### config.mk
export PLATFORM = sky130hd
export DESIGN_NAME = btn_cmd_gen_flat
export DESIGN_NICKNAME = d
export VERILOG_FILES = /design/src/rtl/btn_cmd_gen_pkg.sv /design/src/rtl/btn_cmd_gen_if.sv /design/src/rtl/btn_cmd_gen_repeat_timer.sv /design/src/rtl/btn_cmd_gen.sv /design/src/flat_wrapper.sv
export SDC_FILE = /design/constraint.sdc
export NUM_CORES = 1
export LEC_CHECK = 0
export ABC_AREA = 1
export CORE_MARGIN = 1
export CORE_UTILIZATION = 30
export DETAILED_ROUTE_END_ITERATION = 7
export PLACE_DENSITY = 0.53
export SLEW_MARGIN = 20
export SYNTH_ARGS = -nofsm -noshare
export SYNTH_HDL_FRONTEND = slang
export SYNTH_HIERARCHICAL = 1
export SYNTH_SLANG_ARGS = --single-unit
### constraint.sdc
create_clock -name the_clk -period 2.6 [get_ports the_clk]
set_input_delay 0.39 -clock the_clk [delete_from_list [all_inputs] [get_ports the_clk]]
set_output_delay 0.39 -clock the_clk [all_outputs]
set_load 0.1 [all_outputs]
### src/rtl/btn_cmd_gen_pkg.sv
// Shared encodings and defaults for the button-to-command generator.
// Direction codes, repeat-timer states, default timing and counter width.
package btn_cmd_pkg;

   localparam int CNT_W              = 26;
   localparam int HOLD_DELAY_DEF     = 30_000_000;
   localparam int REPEAT_PERIOD_DEF  = 10_000_000;

   typedef logic [2:0] dir_t;

   localparam dir_t DIR_NONE  = 3'd0;
   localparam dir_t DIR_UP    = 3'd1;
   localparam dir_t DIR_DOWN  = 3'd2;
   localparam dir_t DIR_LEFT  = 3'd3;
   localparam dir_t DIR_RIGHT = 3'd4;

   typedef enum logic [1:0] {
      ST_IDLE,
      ST_HOLD_WAIT,
      ST_REPEAT
   } rpt_state_t;

   // Fixed priority UP > DOWN > LEFT > RIGHT.
   function automatic dir_t pick_dir(input logic up, input logic down,
                                     input logic left, input logic right);
      if (up)         return DIR_UP;
      else if (down)  return DIR_DOWN;
      else if (left)  return DIR_LEFT;
      else if (right) return DIR_RIGHT;
      else            return DIR_NONE;
   endfunction

endpackage

### src/rtl/btn_cmd_gen_if.sv
// Command channel: valid/ready handshake carrying a move and a bomb flag.
// cmd_drop flags a direction event lost while the channel was stalled.
interface btn_cmd_gen_if;
   import btn_cmd_pkg::*;

   logic cmd_valid;
   dir_t cmd_dir;
   logic cmd_bomb;
   logic cmd_ready;
   logic cmd_drop;

   modport master (
      output cmd_valid,
      output cmd_dir,
      output cmd_bomb,
      output cmd_drop,
      input  cmd_ready
   );

   modport slave (
      input  cmd_valid,
      input  cmd_dir,
      input  cmd_bomb,
      input  cmd_drop,
      output cmd_ready
   );

endinterface

### src/rtl/btn_cmd_gen_repeat_timer.sv
// Direction press / hold / auto-repeat timer; dir_evt is combinational from the current
// inputs and state, so the command register sees it on the same edge. No backpressure.
module repeat_timer
   import btn_cmd_pkg::*;
#(
   parameter int HOLD_DELAY    = HOLD_DELAY_DEF,
   parameter int REPEAT_PERIOD = REPEAT_PERIOD_DEF
) (
   input  logic the_clk,
   input  logic rst_n,
   input  logic arm,
   input  logic btn_up,
   input  logic btn_down,
   input  logic btn_left,
   input  logic btn_right,
   output logic dir_evt,
   output dir_t dir_sel
);

   localparam logic [CNT_W-1:0] HOLD_LAST   = CNT_W'(HOLD_DELAY - 1);
   localparam logic [CNT_W-1:0] REPEAT_LAST = CNT_W'(REPEAT_PERIOD - 1);

   rpt_state_t       state_q, state_d;
   logic [CNT_W-1:0] cnt_q, cnt_d;
   dir_t             dir_q, dir_d;
   dir_t             act;

   assign act     = pick_dir(btn_up, btn_down, btn_left, btn_right);
   assign dir_sel = act;

   always_ff @(posedge the_clk or negedge rst_n) begin
      if (!rst_n) begin
         state_q <= ST_IDLE;
         cnt_q   <= '0;
         dir_q   <= DIR_NONE;
      end else begin
         state_q <= state_d;
         cnt_q   <= cnt_d;
         dir_q   <= dir_d;
      end
   end

   always_comb begin
      state_d = state_q;
      cnt_d   = cnt_q + CNT_W'(1);
      dir_d   = dir_q;
      dir_evt = 1'b0;

      if (act == DIR_NONE) begin
         state_d = ST_IDLE;
         cnt_d   = '0;
         dir_d   = DIR_NONE;
      end else if (state_q == ST_IDLE || act != dir_q) begin
         // A fresh press or a switch of direction; suppressed on the first
         // edge after reset so a button held through reset stays silent.
         state_d = ST_HOLD_WAIT;
         cnt_d   = '0;
         dir_d   = act;
         dir_evt = arm;
      end else begin
         unique case (state_q)
            ST_HOLD_WAIT: begin
               if (cnt_q == HOLD_LAST) begin
                  dir_evt = 1'b1;
                  cnt_d   = '0;
                  state_d = ST_REPEAT;
               end
            end
            ST_REPEAT: begin
               if (cnt_q == REPEAT_LAST) begin
                  dir_evt = 1'b1;
                  cnt_d   = '0;
               end
            end
            default: begin
               state_d = ST_IDLE;
               cnt_d   = '0;
            end
         endcase
      end
   end

endmodule

### src/rtl/btn_cmd_gen.sv
// Turns button levels into move/bomb commands, 1-cycle latency from input edge to cmd_valid.
// While stalled, a bomb merges into the pending command and a direction event is dropped.
module btn_cmd_gen
   import btn_cmd_pkg::*;
#(
   parameter int HOLD_DELAY    = HOLD_DELAY_DEF,
   parameter int REPEAT_PERIOD = REPEAT_PERIOD_DEF
) (
   input  logic          the_clk,
   input  logic          rst_n,
   input  logic          btn_up,
   input  logic          btn_down,
   input  logic          btn_left,
   input  logic          btn_right,
   input  logic          btn_bomb,
   btn_cmd_gen_if.master cmd
);

   logic arm_q;
   logic bomb_q;
   logic vld_q;
   dir_t dir_q;
   logic bomb_flag_q;
   logic drop_q;

   logic dir_evt;
   dir_t dir_sel;
   logic bomb_evt;
   logic new_evt;
   logic can_load;

   repeat_timer #(
      .HOLD_DELAY    (HOLD_DELAY),
      .REPEAT_PERIOD (REPEAT_PERIOD)
   ) u_repeat_timer (
      .the_clk   (the_clk),
      .rst_n     (rst_n),
      .arm       (arm_q),
      .btn_up    (btn_up),
      .btn_down  (btn_down),
      .btn_left  (btn_left),
      .btn_right (btn_right),
      .dir_evt   (dir_evt),
      .dir_sel   (dir_sel)
   );

   // arm_q masks the first edge after reset so a held bomb is not an edge.
   assign bomb_evt = arm_q & btn_bomb & ~bomb_q;
   assign new_evt  = dir_evt | bomb_evt;
   assign can_load = ~vld_q | cmd.cmd_ready;

   always_ff @(posedge the_clk or negedge rst_n) begin
      if (!rst_n) begin
         arm_q       <= 1'b0;
         bomb_q      <= 1'b0;
         vld_q       <= 1'b0;
         dir_q       <= DIR_NONE;
         bomb_flag_q <= 1'b0;
         drop_q      <= 1'b0;
      end else begin
         arm_q  <= 1'b1;
         bomb_q <= btn_bomb;
         drop_q <= 1'b0;
         if (new_evt && can_load) begin
            vld_q       <= 1'b1;
            dir_q       <= dir_evt ? dir_sel : DIR_NONE;
            bomb_flag_q <= bomb_evt;
         end else if (new_evt) begin
            bomb_flag_q <= bomb_flag_q | bomb_evt;
            drop_q      <= dir_evt;
         end else if (vld_q && cmd.cmd_ready) begin
            vld_q       <= 1'b0;
            dir_q       <= DIR_NONE;
            bomb_flag_q <= 1'b0;
         end
      end
   end

   assign cmd.cmd_valid = vld_q;
   assign cmd.cmd_dir   = dir_q;
   assign cmd.cmd_bomb  = bomb_flag_q;
   assign cmd.cmd_drop  = drop_q;

endmodule

### src/flat_wrapper.sv
// flat-port wrapper written by rule: the top's interface ports become plain ports
module btn_cmd_gen_flat import btn_cmd_pkg::*;
#(
   parameter int HOLD_DELAY    = HOLD_DELAY_DEF,
   parameter int REPEAT_PERIOD = REPEAT_PERIOD_DEF
)
  (the_clk, rst_n, btn_up, btn_down, btn_left, btn_right, btn_bomb, cmd_cmd_valid, cmd_cmd_dir, cmd_cmd_bomb, cmd_cmd_drop, cmd_cmd_ready);
  btn_cmd_gen_if cmd_i ();
  input  logic the_clk;
  input  logic rst_n;
  input  logic btn_up;
  input  logic btn_down;
  input  logic btn_left;
  input  logic btn_right;
  input  logic btn_bomb;
  output wire logic [$bits(cmd_i.cmd_valid)-1:0] cmd_cmd_valid;
  output wire logic [$bits(cmd_i.cmd_dir)-1:0] cmd_cmd_dir;
  output wire logic [$bits(cmd_i.cmd_bomb)-1:0] cmd_cmd_bomb;
  output wire logic [$bits(cmd_i.cmd_drop)-1:0] cmd_cmd_drop;
  input wire logic [$bits(cmd_i.cmd_ready)-1:0] cmd_cmd_ready;
  assign cmd_cmd_valid = cmd_i.cmd_valid;
  assign cmd_cmd_dir = cmd_i.cmd_dir;
  assign cmd_cmd_bomb = cmd_i.cmd_bomb;
  assign cmd_cmd_drop = cmd_i.cmd_drop;
  assign cmd_i.cmd_ready = cmd_cmd_ready;
  btn_cmd_gen #(.HOLD_DELAY(HOLD_DELAY), .REPEAT_PERIOD(REPEAT_PERIOD)) u_core (.the_clk(the_clk), .rst_n(rst_n), .btn_up(btn_up), .btn_down(btn_down), .btn_left(btn_left), .btn_right(btn_right), .btn_bomb(btn_bomb), .cmd(cmd_i));
endmodule
* Word level (Yosys, flattened, before mapping) *
Index checks and enable logic that the tools add are counted.
Widths: inputs -> output; s select.

cells by class
  reduce and logical (&&, ||, !) cells = 10
  $add $sub $neg = 1
  equality and inequality tests = 8
  bitwise logic cells = 7
  mux-type cells = 31

operators with widths
  cell                   count
  $mux 26                4
  $pmux 26 s2            1
  $mux 3                 10
  $add 26x1->26 const B  1
  $eq 26x24->1 const B   1
  $eq 26x25->1 const B   1
  $mux 1                 11
  $mux 2                 3
  $ne 4x4->1 const B     1
  $pmux 2 s2             1
  $reduce_and 2->1       2
  $reduce_bool 2->1      2
  $logic_not 3->1        1
  $ne 3x3->1             1
  $ne 3x3->1 const B     1
  $or 1x1->1             3
  $reduce_bool 3->1      1
  $and 1x1->1            2
  $eq 2x1->1 const B     1
  $eq 2x2->1 const B     1
  $logic_and 1x1->1      2
  $logic_not 2->1        1
  $ne 2x2->1 const B     1
  $not 1->1              2
  2 further kinds        2

word-level totals
  logic and storage cells = 66
  input port bits = 8
  output and inout port bits = 6
  flip-flop bits (word level) = 39

* Logic depth before layout (Yosys ltp) *
  depth after elaboration = 12
  depth in mapped cells = 14
  gate-level depth less buffers = 14

* Modules after synthesis *
Netlist, hierarchy kept.

modules (own cells, without submodules)
  module        sequential area each (sq um)  cells each  times used  area an instance (sq um)
  repeat_timer  775.7                         295         1           2260.9
  btn_cmd_gen   200.2                         34          1           330.3

* Worst setup path before layout *
OpenSTA, ideal clock, no wires.

  path type = reg2reg
  from = reg u_core.u_repeat_timer.state_q[0]
  to = reg u_core.dir_q[0], in the netlist u_core/cmd.cmd_dir[0]
  period minus slack after synthesis = 1633 ps
  library setup time = 122 ps
  data arrival time = 1510 ps
  cell stages (with the launch flop) = 15
  buffers on the path = 0
  slack = 967 ps
  data required time = 2478 ps
  cells stage by stage = dfrtp_1 inv_1 ha_1 inv_1 nand2_2 nor2_4 nand4_4 nor2_4 nand2_1 nand2_1 inv_2 nand3_2 nand2_2 nand2_1 nand2_1

on the way
  cells in the longest elaborated chain, start to end = 8
  elaborated cells on any way between the ends = 14
  classes of those cells = 3 x eq/ne; 5 x mux; 1 x bitwise; 5 x reduce/logical

RTL lines
  element                                                    RTL line                                                        source
  from (decl)                                                btn_cmd_gen_repeat_timer.sv:23                                  rpt_state_t state_q, state_d;
  from (signal assigned)                                     btn_cmd_gen_repeat_timer.sv:37                                  state_q <= state_d;
  $eq 2x2->1, or another cell as far along                   btn_cmd_gen_repeat_timer.sv:61                                  unique case (state_q)
  $pmux 1 s2 or $logic_or 1x1->1 (tied branches)             btn_cmd_gen_repeat_timer.sv:61, btn_cmd_gen_repeat_timer.sv:53
  $mux 1 (*)                                                 btn_cmd_gen_repeat_timer.sv:53                                  end else if (state_q == ST_IDLE || act != dir_q) begin
  $mux 1 (*)                                                 btn_cmd_gen_repeat_timer.sv:49                                  if (act == DIR_NONE) begin
  net u_core.dir_evt                                         btn_cmd_gen.sv:26                                               logic dir_evt;
  $or 1x1->1                                                 btn_cmd_gen.sv:49                                               assign new_evt = dir_evt | bomb_evt;
  $logic_and 1x1->1                                          btn_cmd_gen.sv:64                                               if (new_evt && can_load) begin
  $ne 2x2->1 (no line) or $reduce_bool 2->1 (tied branches)  --
  $reduce_and 2->1 (no line)                                 --
  to (signal assigned)                                       btn_cmd_gen.sv:66                                               dir_q <= dir_evt ? dir_sel : DIR_NONE;
  to (decl)                                                  btn_cmd_gen.sv:22                                               dir_t dir_q;

The timed path passes the listed nets; every way through them passes the cells marked *.
A chain may end at the register's enable or synchronous reset.

* Worst setup path after layout *
  from = in btn_left
  to = reg u_core.dir_q[2], in the netlist u_core/cmd.cmd_dir[2]

on the way
  cells in the longest elaborated chain, start to end = 11
  elaborated cells on any way between the ends = 15
  classes of those cells = 2 x eq/ne; 7 x mux; 1 x bitwise; 5 x reduce/logical

RTL lines
  element                                                    RTL line                        source
  from (decl)                                                flat_wrapper.sv:13              input logic btn_left;
  $mux 3 (*)                                                 btn_cmd_gen_pkg.sv:28           else if (left) return DIR_LEFT;
  $mux 3 (*)                                                 btn_cmd_gen_pkg.sv:27           else if (down) return DIR_DOWN;
  $mux 3 (*)                                                 btn_cmd_gen_pkg.sv:26           if (up) return DIR_UP;
  $ne 3x3->1                                                 btn_cmd_gen_repeat_timer.sv:53
  $logic_or 1x1->1                                           btn_cmd_gen_repeat_timer.sv:53
  $mux 1                                                     btn_cmd_gen_repeat_timer.sv:53
  $mux 1 (*)                                                 btn_cmd_gen_repeat_timer.sv:49
  net u_core.dir_evt                                         btn_cmd_gen.sv:26
  $or 1x1->1                                                 btn_cmd_gen.sv:49
  $logic_and 1x1->1                                          btn_cmd_gen.sv:64
  $ne 2x2->1 (no line) or $reduce_bool 2->1 (tied branches)  --
  $reduce_and 2->1 (no line)                                 --

Marked as above.

==> impl_results.md <==
- Fin. Hold Viols: 0
- CTS buffer count: 5
- Post-route setup slack: 621 ps
- Leak: 0.00116 uW
- Post-synth EDFFs: 0
- WP data arrival: approximately 2200 ps
- HP Class: in2async
- Avg Cell Area, Syn: between 7 and 8 sq um
- Clock skew: 5.57 ps
- Total die area: 9010 sq um
- Worst Setup Start Kind: primary input
- R2R depth: 11
- Vias in the first global route: ~2100
- Final Wtd Congestion: 0.923
- Design area: between 2000 and 3000 sq um
- Post-CTS Hold Fix Bufs: 0
- Syn Inst Count: between 300 and 400
- WS Path Type: in2reg
- Drt total wl: 5520 um
- Min Tclk post-route: 1980 ps
- Register area share after synthesis: 0.377
- Drt pass-1 iters: 4
- Worst slew pin tran: 884 ps
- Sink Count: 39
- Layout net count: ~360
- # Max-Cap Violations: 0
- Postcts setup bufs: 0
- # fillers: 891
- I/O pin total: 14
- Sequential cell area: 976 sq um
- Final core utilization: 0.347
- Antenna violations before repair: 0
- Asr flop ratio synth: 1.00
- Clock buffer depth: 2
- Pre-CTS WS: 325 ps
- Most used DFF post-synth: dfrtp_1
- Post-Place Cell Area: 2800 sq um
- Total gr overflow: 0
- Largest net degree at the start of global routing: 40
- Max Slew Vio Count: 0
- Post-synthesis register bit count: 39
- DR vias/cell: 4.56
- Cell accounting for the most synthesized area: dfrtp_1
- CORE AREA: 8300 sq um
- DRC errors left: 0
- CTS Root Cell: clkbuf_8
- Post-CTS Resized: 0
- Switching pwr: 419 uW
- FP Rows: 33
- Input/output buffers: 13
- Die H: 94.9 um
- Comb power frac: 0.197
- Fraction of layout cells with a size suffix above 1: 0.168
- Latest clock arrival within the worst-skew pair: 290 ps
- Power Dens Cells: ~450 nW/um^2
- Rel. slew slack: 0.411
- Top cell type's share of synthesized area: 0.377
- Synth Net Count: between 300 and 400
- Crit path required time: 2790 ps
- Synth area leaders: dfrtp_1 (38%), nand2_1 (11%), nor2_4 (9.6%)
- All-Layer GR Usage: 0.146
- CTS tree: built
- Switch share: 0.323
- Clock power frac: 0.309
- Setup slack, reg-to-reg: 690 ps
- Reg-to-Reg Start: u_core/u_repeat_timer/cnt_q[0]
- Sum Neg Setup Slack: 0 ps
- Initial DRC Count: 205
- Area growth from synthesis to layout: 11.1%
- Top cells by count, synth: nand2_1 (74), nor2_1 (52), dfrtp_1 (39)
- Highest net fanout along the worst path: 5
- Reg power frac: 0.493
- WL/cell: between 10 and 15 um
- Routed Antenna Nets: 0
- H-tree Lvls: 2
- Initial Util: 0.312
- First-pass GRT wire length: 10100 um
- Count leader, synth: nand2_1
- Tcrit/Tclk final: 0.761
- Maximum clock frequency: roughly 0.51 GHz
- Cell variety after synth: 29
- Warnings from Yosys: 6
- Final setup viols: 0
- Worst IR Drop VDD: about 390 uV
- Ant. Diodes: 0
- Vias: 2057
- Worst r2r dst: u_core/u_repeat_timer/cnt_q[11]
- Area of the multi-input gates: 1420 sq um
- RSZ-0062 raised after global routing: no
- Status: finished, final reports clean
- Synth Cell Area: 2590 sq um
- Reg clk slew, reported paths: 80 ps
- CP endpoint kind: flip-flop
- Internal power: 877 uW
- Die X: 94.9 um
- Dpl hpwl: 4200 um
[routing by layer]
| layer | up-vias | share of wire | global-route usage |
|---|---|---|---|
| met1 | 927 | 0.48 | 0.194 |
| met3 | 7 | 0.051 | 0.0330 |
| li1 | 1063 | - | - |
| met5 | - | 0 | 0 |
| met2 | 60 | 0.45 | 0.233 |
| met4 | 0 | 0.017 | 0.0505 |
[power by group through the flow]
stage,Clock (uW),Combinational [uW],Sequential [uW]
floorplan,0,118,731
global placement,0,258,651
detailed placement,0,260,650
CTS,428,260,639
global route,447,281,643
finish,401,256,639
[cell families after synthesis]
kind of cell | synth area share
fa+ha+maj | 0.0241
buf+inv | 0.0748
other cells | 0.00145
compound gates | 0.0130
flops | 0.377
simple gates | 0.439
xor+xnor | 0.0710
[worst max path at each step]
| stage | from | end | slack, ps |
|---|---|---|---|
| 3_3_place_gp | btn_left | u_core/cmd.cmd_dir[1] | 390 |
| 6_report | btn_left | u_core/cmd.cmd_dir[2] | 620 |
| 4_1_cts | btn_left | u_core/cmd.cmd_dir[2] | 640 |
| 5_1_grt | btn_left | u_core/cmd.cmd_dir[1] | 390 |
| 2_1_floorplan | u_core/u_repeat_timer/state_q[0] | u_core/cmd.cmd_dir[0] | 970 |
| 3_5_place_dp | btn_left | u_core/cmd.cmd_dir[0] | 320 |
[state kept, by name (all words and copies together) (netlist names)]
signal	flops
u_core/cmd.cmd_valid	1
u_core/cmd.cmd_drop	1
u_core/u_repeat_timer/cnt_q	26
u_core/arm_q	1
u_core/u_repeat_timer/dir_q	3
u_core/cmd.cmd_bomb	1
u_core/u_repeat_timer/state_q	2
u_core/bomb_q	1
u_core/cmd.cmd_dir	3
[critical path, stage by stage]
cell	delay (ps)
clkdlybuf4s50_1	490
nor2_4	200
nand3_2	120
nand2_2	130
nand4_4	120
nor2_4	150
nand2_1	80
nand2_1	160
inv_2	80
nand3_2	80
nand2_2	60
nand2_1	50
nand2_1	50
[metrics by stage]
step / total power [uW] / hold slack [ps] / cells
global placement: 910 / 469 / 443
global route: 1370 / 300 / 451
finish: 1300 / 222 / 451
detailed placement: 910 / 464 / 443
CTS: 1330 / 248 / 451
floorplan: 849 / 94.4 / 329
[layout by cell type (no fill, tap or decap), types with 2 or more instances in the layout]
cell             instances
nand3_1                 27
ha_1                     5
clkbuf_8                 5
xnor2_1                  8
buf_4                    6
nor2_2                   4
nand3_2                  3
inv_2                    4
nand4_1                 10
clkbuf_1                 2
nor2_4                  22
clkdlybuf4s50_1          6
dfrtp_1                 39
nor2_1                  52
nor3_1                  11
nand2_2                  7
nand2_1                 74
xor2_1                  13
inv_1                   33
[final cells by class]
type	count	area share
Inverter	37	0.0482
Sequential cell	39	0.339
Tap cell	105	0.0456
Multi-Input combinational cell	248	0.494
Timing Repair Buffer	14	0.0452
Clock buffer	7	0.0265
Clock inverter	1	0.00174
Note: power is estimated with default switching activity, not from simulation.
